==> src/rtl/seg_pkg.sv <==
// Shared constants and types for the seven-segment scan controller.
package seg_pkg;

  localparam int NUM_DIGITS = 4;

  // Segment and anode drives are active-low, so "all ones" means dark.
  localparam logic [6:0] SEG_BLANK = 7'b1111111;
  localparam logic [3:0] AN_OFF    = 4'b1111;

  typedef enum logic {
    IDLE,
    SCAN
  } state_t;

  typedef enum logic {
    OWN_P1,
    OWN_P2
  } owner_t;

endpackage

==> src/rtl/hex_to_7seg.sv <==
// Combinational hex nibble to active-low 7-segment glyph, bit order {g,f,e,d,c,b,a}.
module hex_to_7seg (
  input  logic [3:0] hex_i,
  output logic [6:0] seg_o
);

  // Standard glyph table; lowercase forms are used for b and d.
  always_comb begin
    case (hex_i)
      4'h0:    seg_o = 7'b1000000;
      4'h1:    seg_o = 7'b1111001;
      4'h2:    seg_o = 7'b0100100;
      4'h3:    seg_o = 7'b0110000;
      4'h4:    seg_o = 7'b0011001;
      4'h5:    seg_o = 7'b0010010;
      4'h6:    seg_o = 7'b0000010;
      4'h7:    seg_o = 7'b1111000;
      4'h8:    seg_o = 7'b0000000;
      4'h9:    seg_o = 7'b0010000;
      4'hA:    seg_o = 7'b0001000;
      4'hB:    seg_o = 7'b0000011;
      4'hC:    seg_o = 7'b1000110;
      4'hD:    seg_o = 7'b0100001;
      4'hE:    seg_o = 7'b0000110;
      default: seg_o = 7'b0001110;
    endcase
  end

endmodule

==> src/rtl/seg_scan_ctrl.sv <==
// Four-digit multiplexed display controller shared by two requesters.
// Ownership changes only at frame ends; each frame shows a snapshot taken
// at its start. Optional digit blinking is built when SEG_BLINK_EN is defined.
module seg_scan_ctrl
  import seg_pkg::*;
#(
  parameter int SCAN_DIV     = 100000,
  parameter int HOLD_FRAMES  = 250,
  parameter int BLINK_FRAMES = 125
) (
  input  logic        clk,
  input  logic        rst_n,
  input  logic        p1_req,
  input  logic [15:0] p1_digits,
  input  logic        p2_req,
  input  logic [15:0] p2_digits,
  input  logic [3:0]  blink_mask,
  output logic        p1_grant,
  output logic        p2_grant,
  output logic [3:0]  an,
  output logic [6:0]  seg
);

  localparam int TW = $clog2(SCAN_DIV);
  localparam int HW = $clog2(HOLD_FRAMES + 1);
  localparam int DW = $clog2(NUM_DIGITS);
  localparam logic [TW-1:0] TICK_LAST = TW'(SCAN_DIV - 1);
  localparam logic [HW-1:0] HOLD_MAX  = HW'(HOLD_FRAMES);
  localparam logic [DW-1:0] DIG_LAST  = DW'(NUM_DIGITS - 1);

  state_t        state_q, state_d;
  owner_t        own_q, own_d, last_q, last_d;
  logic [15:0]   snap_q, snap_d;
  logic [DW-1:0] dig_q, dig_d;
  logic [TW-1:0] tick_q, tick_d;
  logic [HW-1:0] hold_q, hold_d, hold_inc;
  logic          frame_end, own_req, oth_req;
  logic [3:0]    nib_d, an_d, an_q;
  logic [6:0]    dec_seg, seg_d, seg_q;
  logic          p1g_d, p2g_d, p1g_q, p2g_q;

  assign own_req  = (own_q == OWN_P1) ? p1_req : p2_req;
  assign oth_req  = (own_q == OWN_P1) ? p2_req : p1_req;
  assign hold_inc = (hold_q == HOLD_MAX) ? hold_q : hold_q + HW'(1);

  // Next-state: entry arbitration from IDLE, digit/tick walk, frame-end ownership.
  always_comb begin
    state_d   = state_q;
    own_d     = own_q;
    last_d    = last_q;
    snap_d    = snap_q;
    dig_d     = dig_q;
    tick_d    = tick_q;
    hold_d    = hold_q;
    frame_end = 1'b0;
    case (state_q)
      IDLE: begin
        if (p1_req || p2_req) begin
          state_d = SCAN;
          if (p1_req && (!p2_req || last_q == OWN_P2)) own_d = OWN_P1;
          else                                         own_d = OWN_P2;
          last_d = own_d;
          snap_d = (own_d == OWN_P1) ? p1_digits : p2_digits;
          dig_d  = '0;
          tick_d = '0;
          hold_d = '0;
        end
      end
      default: begin
        if (tick_q == TICK_LAST) begin
          tick_d = '0;
          if (dig_q == DIG_LAST) begin
            frame_end = 1'b1;
            dig_d     = '0;
            if (!own_req && !oth_req) begin
              state_d = IDLE;
              hold_d  = '0;
            end else if (oth_req && (!own_req || hold_inc >= HOLD_MAX)) begin
              own_d  = (own_q == OWN_P1) ? OWN_P2 : OWN_P1;
              last_d = own_d;
              snap_d = (own_d == OWN_P1) ? p1_digits : p2_digits;
              hold_d = '0;
            end else begin
              snap_d = (own_q == OWN_P1) ? p1_digits : p2_digits;
              hold_d = hold_inc;
            end
          end else begin
            dig_d = dig_q + DW'(1);
          end
        end else begin
          tick_d = tick_q + TW'(1);
        end
      end
    endcase
  end

  assign nib_d = snap_d[{dig_d, 2'b00} +: 4];

  hex_to_7seg u_dec (
    .hex_i (nib_d),
    .seg_o (dec_seg)
  );

  logic blank_dig;

`ifdef SEG_BLINK_EN
  localparam int BW = $clog2(BLINK_FRAMES) + 1;
  localparam logic [BW-1:0] BLINK_LAST = BW'(BLINK_FRAMES - 1);
  logic [BW-1:0] blink_cnt_q, blink_cnt_d;
  logic          blink_ph_q, blink_ph_d;

  // Count completed frames and flip the blink phase every BLINK_FRAMES of them.
  always_comb begin
    blink_cnt_d = blink_cnt_q;
    blink_ph_d  = blink_ph_q;
    if (frame_end) begin
      if (blink_cnt_q == BLINK_LAST) begin
        blink_cnt_d = '0;
        blink_ph_d  = ~blink_ph_q;
      end else begin
        blink_cnt_d = blink_cnt_q + BW'(1);
      end
    end
  end

  // Blink counter and phase registers.
  always_ff @(posedge clk) begin
    if (!rst_n) begin
      blink_cnt_q <= '0;
      blink_ph_q  <= 1'b0;
    end else begin
      blink_cnt_q <= blink_cnt_d;
      blink_ph_q  <= blink_ph_d;
    end
  end

  assign blank_dig = blink_ph_d & blink_mask[dig_d];
`else
  logic [4:0] unused_blink;
  assign unused_blink = {blink_mask, BLINK_FRAMES[0]};
  assign blank_dig    = 1'b0;
`endif

  // Output values for the coming cycle, so the registered outputs align with state.
  always_comb begin
    an_d  = AN_OFF;
    seg_d = SEG_BLANK;
    p1g_d = 1'b0;
    p2g_d = 1'b0;
    if (state_d == SCAN) begin
      an_d  = ~(4'b0001 << dig_d);
      seg_d = blank_dig ? SEG_BLANK : dec_seg;
      p1g_d = (own_d == OWN_P1);
      p2g_d = (own_d == OWN_P2);
    end
  end

  // FSM state, counters and registered outputs; reset forces IDLE even mid-frame.
  always_ff @(posedge clk) begin
    if (!rst_n) begin
      state_q <= IDLE;
      own_q   <= OWN_P1;
      last_q  <= OWN_P2;
      dig_q   <= '0;
      tick_q  <= '0;
      hold_q  <= '0;
      an_q    <= AN_OFF;
      seg_q   <= SEG_BLANK;
      p1g_q   <= 1'b0;
      p2g_q   <= 1'b0;
    end else begin
      state_q <= state_d;
      own_q   <= own_d;
      last_q  <= last_d;
      snap_q  <= snap_d;
      dig_q   <= dig_d;
      tick_q  <= tick_d;
      hold_q  <= hold_d;
      an_q    <= an_d;
      seg_q   <= seg_d;
      p1g_q   <= p1g_d;
      p2g_q   <= p2g_d;
    end
  end

  assign an       = an_q;
  assign seg      = seg_q;
  assign p1_grant = p1g_q;
  assign p2_grant = p2g_q;

endmodule
==> config.mk <==
export PLATFORM = sky130hd
export DESIGN_NAME = seg_scan_ctrl
export DESIGN_NICKNAME = d
export VERILOG_FILES = /design/src/rtl/seg_pkg.sv /design/src/rtl/hex_to_7seg.sv /design/src/rtl/seg_scan_ctrl.sv
export SDC_FILE = /design/constraint.sdc
export NUM_CORES = 1
export LEC_CHECK = 0
export ABC_AREA = 1
export CAP_MARGIN = 15
export CORE_ASPECT_RATIO = 1.75
export CORE_MARGIN = 3
export CORE_UTILIZATION = 55
export DETAILED_ROUTE_END_ITERATION = 10
export PLACE_DENSITY = 0.79
export SLEW_MARGIN = 30
export SYNTH_ARGS = -nofsm -noshare
export SYNTH_HDL_FRONTEND = slang
export SYNTH_HIERARCHICAL = 1
export SYNTH_SLANG_ARGS = --single-unit
==> constraint.sdc <==
create_clock -name clk -period 3.9 [get_ports clk]
set_input_delay 0.78 -clock clk [delete_from_list [all_inputs] [get_ports clk]]
set_output_delay 0.78 -clock clk [all_outputs]
set_load 0.02 [all_outputs]
# Word level (Yosys, flattened, before mapping)
# Memories as Yosys holds them, arrays and structs flattened. A register that Yosys moved wholly into a read port is not among the register bits.
# Cells that the tools add are included.
op_classes:
  n_addsub: 3
  order_cmp: 1
  eq_ne: 7
  shifts: 2
  n_mux: 46
  bitwise: 2
  reduce_logical: 14
ops:
  columns: ["cell", "n"]
  rows:
  - ["16-bit two-way mux", 9]
  - ["8-bit two-way mux", 7]
  - ["17-bit two-way mux", 3]
  - ["1-bit two-way mux", 23]
  - ["17-bit by 1-bit adder with 17-bit output (second input constant)", 1]
  - ["17-bit equality test (second input constant)", 1]
  - ["16-bit by 5-bit variable part select with 4-bit output", 1]
  - ["8-bit by 1-bit adder with 8-bit output (second input constant)", 1]
  - ["8-bit equality test (second input constant)", 1]
  - ["8-bit greater-or-equal comparator (second input constant)", 1]
  - ["2-bit two-way mux", 4]
  - ["2-bit by 1-bit != test with 1-bit output (second input constant)", 3]
  - ["5-bit AND reduction", 1]
  - ["1-bit logical NOT", 4]
  - ["4-bit NOT", 1]
  - ["1-bit by 2-bit left shift with 4-bit output (first input constant)", 1]
  - ["1-bit logical AND", 3]
  - ["1-bit logical OR", 3]
  - ["3-bit AND reduction", 1]
  - ["2-bit by 1-bit adder with 2-bit output (second input constant)", 1]
  - ["2-bit equality test (second input constant)", 1]
  - ["2-bit != test (second input constant)", 1]
  - ["2-bit AND reduction", 1]
  - ["2-bit nonzero test", 1]
  - ["1-bit NOT", 1]
word_totals:
  register_bits: 52
  rom_bits: 112
  input_bits: 40
  out_inout_bits: 13
  mem_count: 1
mem_list:
  columns: ["name", "depth", "width", "rd", "rd_clocked_by_memory_dff", "write_ports", "line_no", "source"]
  rows:
  - ["(name not given)", 16, 7, 1, 1, 0, "hex_to_7seg.sv:9", "case (hex_i)"]

# Logic depth before layout (Yosys ltp)
# Gate-level depths: netlist (run 1).
depth:
  depth_word: 11
  mapped_depth: 28
  depth_no_buf: 27

# Hierarchy
# Netlist (run 1), hierarchy kept.
by_module_without_submodules:
  columns: ["mod", "n_inst", "cells_each", "area_per_inst_um2", "seq_area_each_um2"]
  rows:
  - ["seg_scan_ctrl", 1, 615, 4048.9, 1341.3]
  - ["hex_to_7seg", 1, 49, 274.0, 0.0]

# Worst setup path after synthesis (run 1)
# Ideal clock, no wire load.
synth_timing:
  kind: "input to register"
  start: "in p2_req"
  end: "reg seg_q[0], in the netlist seg[0]"
  arrival_ps: 2926
  t_required_ps: 3777
  slack_ps: 851
  path_stages: 18
  n_path_buf: 0
  path_cell_list: "nor2_4 > inv_2 > nor2_2 > inv_1 > nand2_2 > a22oi_2 > nor2_1 > nand2_1 > nand2_1 > inv_1 > nand2_1 > inv_1 > ha_1 > inv_1 > nand2_1 > nand3_1 > nand2_1 > or2_2"
synth_between:
  elab_chain_cells: 10
  word_cells_on_any_way: 31
  cone_classes: "1 x shift; 19 x mux; 11 x reduce/logical"
synth_lines:
  columns: ["item", "line_no", "source"]
  rows:
  - ["start: declaration", "seg_scan_ctrl.sv:15", "input logic p2_req,"]
  - ["1-bit logical NOT / 1-bit two-way mux (equally long branches)", "seg_scan_ctrl.sv:60, seg_scan_ctrl.sv:42", null]
  - ["1-bit logical OR / 1-bit logical NOT (equally long branches)", "seg_scan_ctrl.sv:60, seg_scan_ctrl.sv:75, seg_scan_ctrl.sv:78", null]
  - ["1-bit logical AND / 1-bit logical OR (equally long branches)", "seg_scan_ctrl.sv:60, seg_scan_ctrl.sv:78", null]
  - ["1-bit two-way mux / 1-bit logical AND (equally long branches)", "seg_scan_ctrl.sv:60, seg_scan_ctrl.sv:78", null]
  - ["1-bit two-way mux / 16-bit two-way mux (equally long branches)", "seg_scan_ctrl.sv:58, seg_scan_ctrl.sv:78", null]
  - ["1-bit two-way mux / 16-bit two-way mux (equally long branches)", "seg_scan_ctrl.sv:56, seg_scan_ctrl.sv:75", null]
  - ["16-bit two-way mux (on tied branches)", "seg_scan_ctrl.sv:63, seg_scan_ctrl.sv:72", null]
  - ["16-bit two-way mux (on tied branches)", "seg_scan_ctrl.sv:58, seg_scan_ctrl.sv:70", null]
  - ["16-bit two-way mux", "seg_scan_ctrl.sv:56", "case (state_q)"]
  - ["16-bit by 5-bit variable part select with 4-bit output *", "seg_scan_ctrl.sv:97", "assign nib_d = snap_d[{dig_d, 2'b00} +: 4];"]
  - ["via nib_d[1]", "seg_scan_ctrl.sv:38", "logic [3:0] nib_d, an_d, an_q;"]
  - ["end: declaration", "seg_scan_ctrl.sv:39", "logic [6:0] dec_seg, seg_d, seg_q;"]
# The timed path passes the listed nets; every way through them passes the cells marked *. The select of a mux whose other input is x is not followed.
# A chain may end at the register's enable or synchronous reset.

# Worst setup path after layout (run 1)
layout_timing:
  start: "in p1_req"
  end: "reg seg_q[0], in the netlist seg[0]"
layout_between:
  elab_chain_cells: 10
  word_cells_on_any_way: 29
  cone_classes: "1 x shift; 19 x mux; 9 x reduce/logical"
layout_lines:
  columns: ["item", "line_no", "source"]
  rows:
  - ["start: declaration", "seg_scan_ctrl.sv:13", "input logic p1_req,"]
  - ["1-bit two-way mux", "seg_scan_ctrl.sv:42", "assign own_req = (own_q == OWN_P1) ? p1_req : p2_req;"]
  - ["1-bit logical NOT", "seg_scan_ctrl.sv:75, seg_scan_ctrl.sv:78", null]
  - ["1-bit logical OR", "seg_scan_ctrl.sv:78", "end else if (oth_req && (!own_req || hold_inc >= HOLD_MAX)) begin"]
  - ["1-bit logical AND", "seg_scan_ctrl.sv:78", null]
  - ["16-bit two-way mux", "seg_scan_ctrl.sv:78", null]
  - ["16-bit two-way mux", "seg_scan_ctrl.sv:75", "if (!own_req && !oth_req) begin"]
  - ["16-bit two-way mux", "seg_scan_ctrl.sv:72", "if (dig_q == DIG_LAST) begin"]
  - ["16-bit two-way mux", "seg_scan_ctrl.sv:70", "if (tick_q == TICK_LAST) begin"]
  - ["16-bit two-way mux *", "seg_scan_ctrl.sv:56", null]
  - ["via snap_d[9]", "seg_scan_ctrl.sv:33", "logic [15:0] snap_q, snap_d;"]
  - ["16-bit by 5-bit variable part select with 4-bit output *", "seg_scan_ctrl.sv:97", null]
  - ["via nib_d[1]", "seg_scan_ctrl.sv:38", null]
# Marked as above.

==> flow_summary.yaml, run 1 <==
run_status:
  status: "complete, no violations"
sta:
  finalHoldViolCount: 0
  max_clock_freq_ghz: 0.290
  finalSetupTns_ns: 0
  worst-slew-pin-transition_ns: 0.617
  rsz0062_at_grt: "no"
  skew_ns: 0.00572
  final_min_period_over_clock_period_pct: 88.5
  finalSetupViolations: 0
  fin_hold_ws_ns: 0.468
  maxSlewHeadroom_pct: 58.8
  drv_slew: 0
  finalCriticalPeriod_ns: 3.45
cts:
  htree_levels: 3
  root_buffer: "clkbuf_16"
  cts_tree: "done"
  clkSlewWorstSetupHoldPaths_ns: 0.05
  hold_buffers: 0
  cts_resized: 0
  post-cts-setup-buffers: 0
  cts_buffer_depth: 2
  cts_sinks: 59
  cts_buffers: 9
  clkLatencyLatePin_ns: 0.32
finish:
  antenna_cells: 0
  fin_util_pct: 68.1
  final_common_cell: "nand2_1"
  design_area_um2: 5190
  syn_to_final_growth_pct: 20.0
  drive_gt1_share_pct: 10.6
  finalNetCount: 761
  fillers: 660
  final_cell_mix: "204 x nand2_1, 80 x inv_1, 80 x nand3_1"
logic_synthesis:
  ys_async_sr_fraction_pct: 0
  yosys.area.top_type_share_pct: 19.9
  synth_cell_types: 45
  synth_ff_type: "dfxtp_1"
  syn_inst: 664
  yosysTopAreaCell: "dfxtp_1"
  synth-seq-area-share_pct: 31.0
  synthesis.area_um2: 4320
  yosys-top-cells-area: "dfxtp_1 20%, nand2_1 18%, edfxtp_1 11%, nand3_1 9.3%, inv_1 6.9%"
  yosys_warnings: 6
  ys_seq_elements: 59
  synth_edf_count: 16
  syn_avg_cell_area_um2: 6.51
  synth_fp_nets: 715
worst_setup_path:
  cpMaxStageDelayCell: "clkdlybuf4s50_1"
  cp.required_ns: 4.10
  crit_cells: 20
  r2r_start: "hold_q[0]$_SDFFE_PN0P_"
  critical_path.endpoint: "seg[0]$_SDFF_PN1_"
  worst-path-buf-inv: 7
  reg2reg_depth: 26
  cpMostUsedCell: "nand2_1"
  critPathMaxStageDelay_ns: 0.51
  path_class: "input pin to flop"
  worstPathArrival_ns: 3.66
  critPathLaunch: "p1_req"
  cp-start-kind: "input pin"
  cp_max_fo: 11
  r2r_end: "seg[0]$_SDFF_PN1_"
  r2r_slack_ns: 0.53
  path_cells: "clkdlybuf4s50_1 -> nor2_4 -> inv_2 -> nor2_2 -> inv_1 -> buf_4 -> o32ai_1 -> a31oi_1 -> nand2_1 -> nand2_1 -> nand2_1 -> inv_1 -> nand2_1 -> inv_1 -> ha_1 -> inv_1 -> nand2_1 -> nand3_1 -> nand2_1 -> or2_2"
  cp_top_family: "simple AND/OR/NAND/NOR gates"
  critPathCaptureType: "flop"
placement:
  dpl.hpwl_um: 8200
  postPlaceCellArea_um2: 4890
  place_congestion: 0.875
  portBuffers: 48
route:
  vias: 4517
  drc_errors: 0
  first_iter_violations: 248
  drt-pass1-iter-count: 5
  wire_per_inst_um: 14.0
  vias_per_cell: 5.63
  ant_nets: 0
  wirelength_um: 11200
global_route:
  grt_use_met1_pct: 28.7
  grt_usage_pct: 25.9
  grt_pass1_wl_um: 18500
  antenna_found_initial: 0
  grt_use_met2_pct: 46.1
  busiest_layer: "met2"
  grt_max_degree: 35
  overflow: 0
  grt_util_met3_pct: 3.01
  grt_pass1_vias: 4247
pwr:
  p_leak_nw: 2.24
  vdd_drop_max_mv: 0.273
  p_per_area_nw_per_um2: 354
  power_mw: 1.84
hold_path:
  hold_path.class: "flop to flop"
die:
  rows: 42
  die_y_um: 123
  num_io_pins: 53
  die_width_um: 73.0
  start_util_pct: 56.7
  design.core.area_um2: 7620
  die_area_um2: 9000
flow_run:
  maxCapViolations: 0
==> how the worst min path moves through the flow <==
stage	start	end	slack [ns]	depth (start not counted)
2_1_floorplan	last_q$_SDFFE_PN1P_	last_q$_SDFFE_PN1P_	0.44	2
3_3_place_gp	last_q$_SDFFE_PN1P_	last_q$_SDFFE_PN1P_	0.46	2
3_5_place_dp	last_q$_SDFFE_PN1P_	last_q$_SDFFE_PN1P_	0.46	2
4_1_cts	last_q$_SDFFE_PN1P_	last_q$_SDFFE_PN1P_	0.47	2
5_1_grt	tick_q[3]$_SDFFE_PN0P_	tick_q[3]$_SDFFE_PN0P_	0.51	2
6_report	last_q$_SDFFE_PN1P_	last_q$_SDFFE_PN1P_	0.47	2
==> final cells by class <==
class / count / area [um2] / share of cell area [%]
well taps: 88 / 110 / 2.12
clock inverters: 1 / 5.00 / 0.0965
flip-flops and latches: 59 / 1340 / 25.9
repair buffers: 63 / 606 / 11.7
clock buffers: 15 / 288 / 5.55
multi-input cells: 486 / 2490 / 48.1
inverters: 91 / 344 / 6.63
==> registers in the layout (all words and copies together) (netlist names), 2 cells and up <==
register  flops
dig_q         2
seg           7
tick_q       17
hold_q        8
an            4
snap_q       16
==> metal layers <==
metal	wire length, um	up-vias
met4	370	0
met3	461	31
li1	-	2272
met1	4540	2082
met2	5870	132
met5	0	-
==> report_power, final <==
part / switching (mW) / internal, mW
Clock: 0.253 / 0.497
Sequential: 0.0150 / 0.670
Combinational: 0.243 / 0.157
Total: 0.511 / 1.32
==> cell families after synthesis <==
family / Yosys count / share of synthesized area, %
simple gates: 358 / 37.4
buf+inv: 119 / 11.3
compound gates: 110 / 15.7
flops: 59 / 31.0
fa+ha+maj: 11 / 3.18
xor+xnor: 7 / 1.42
==> through the flow <==
step	worst slack, ns	cells
5_1_grt	0.141	803
2_1_floorplan	0.851	664
6_report	0.448	803
3_3_place_gp	0.255	787
4_1_cts	0.498	803
3_5_place_dp	0.188	787
==> synthesized netlist by cell type (all sizes together) (7+ instances only) <==
cell type,n
a21oi,32
a31oi,10
buf,10
clkbuf,18
dfxtp,43
edfxtp,16
ha,11
inv,90
nand2,221
nand3,82
nor2,32
nor3,7
o21ai,45
o32ai,11
or2,9
==> worst register-to-register path, cell delays in order, from the launching register on <==
cell     delay, ns
dfxtp_1       0.40
ha_1          0.20
nand2_1       0.07
nor2_1        0.17
nand2_1       0.09
nand2_1       0.06
nand2_1       0.06
nand2_1       0.08
nor2_1        0.05
nand2_2       0.09
nand2_4       0.10
nand2_4       0.21
nand2_1       0.08
nand3_1       0.09
nand3_1       0.07
nand2_1       0.13
nand2_1       0.08
nand2_1       0.07
inv_1         0.04
nand2_1       0.17
inv_1         0.15
ha_1          0.20
inv_1         0.10
nand2_1       0.06
nand3_1       0.10
nand2_1       0.05
or2_2         0.29
Power figures use the tool's default switching activity.
==> inputs of run 2 (changes only) <==
--- a/config.mk
+++ b/config.mk
@@ -6,7 +6,6 @@
 export NUM_CORES = 1
 export LEC_CHECK = 0
 export ABC_AREA = 1
-export CAP_MARGIN = 15
 export CORE_ASPECT_RATIO = 1.75
 export CORE_MARGIN = 3
 export CORE_UTILIZATION = 55
==> results of run 2 <==
The final DEF is identical to that of run 1; final timing and power are the same.
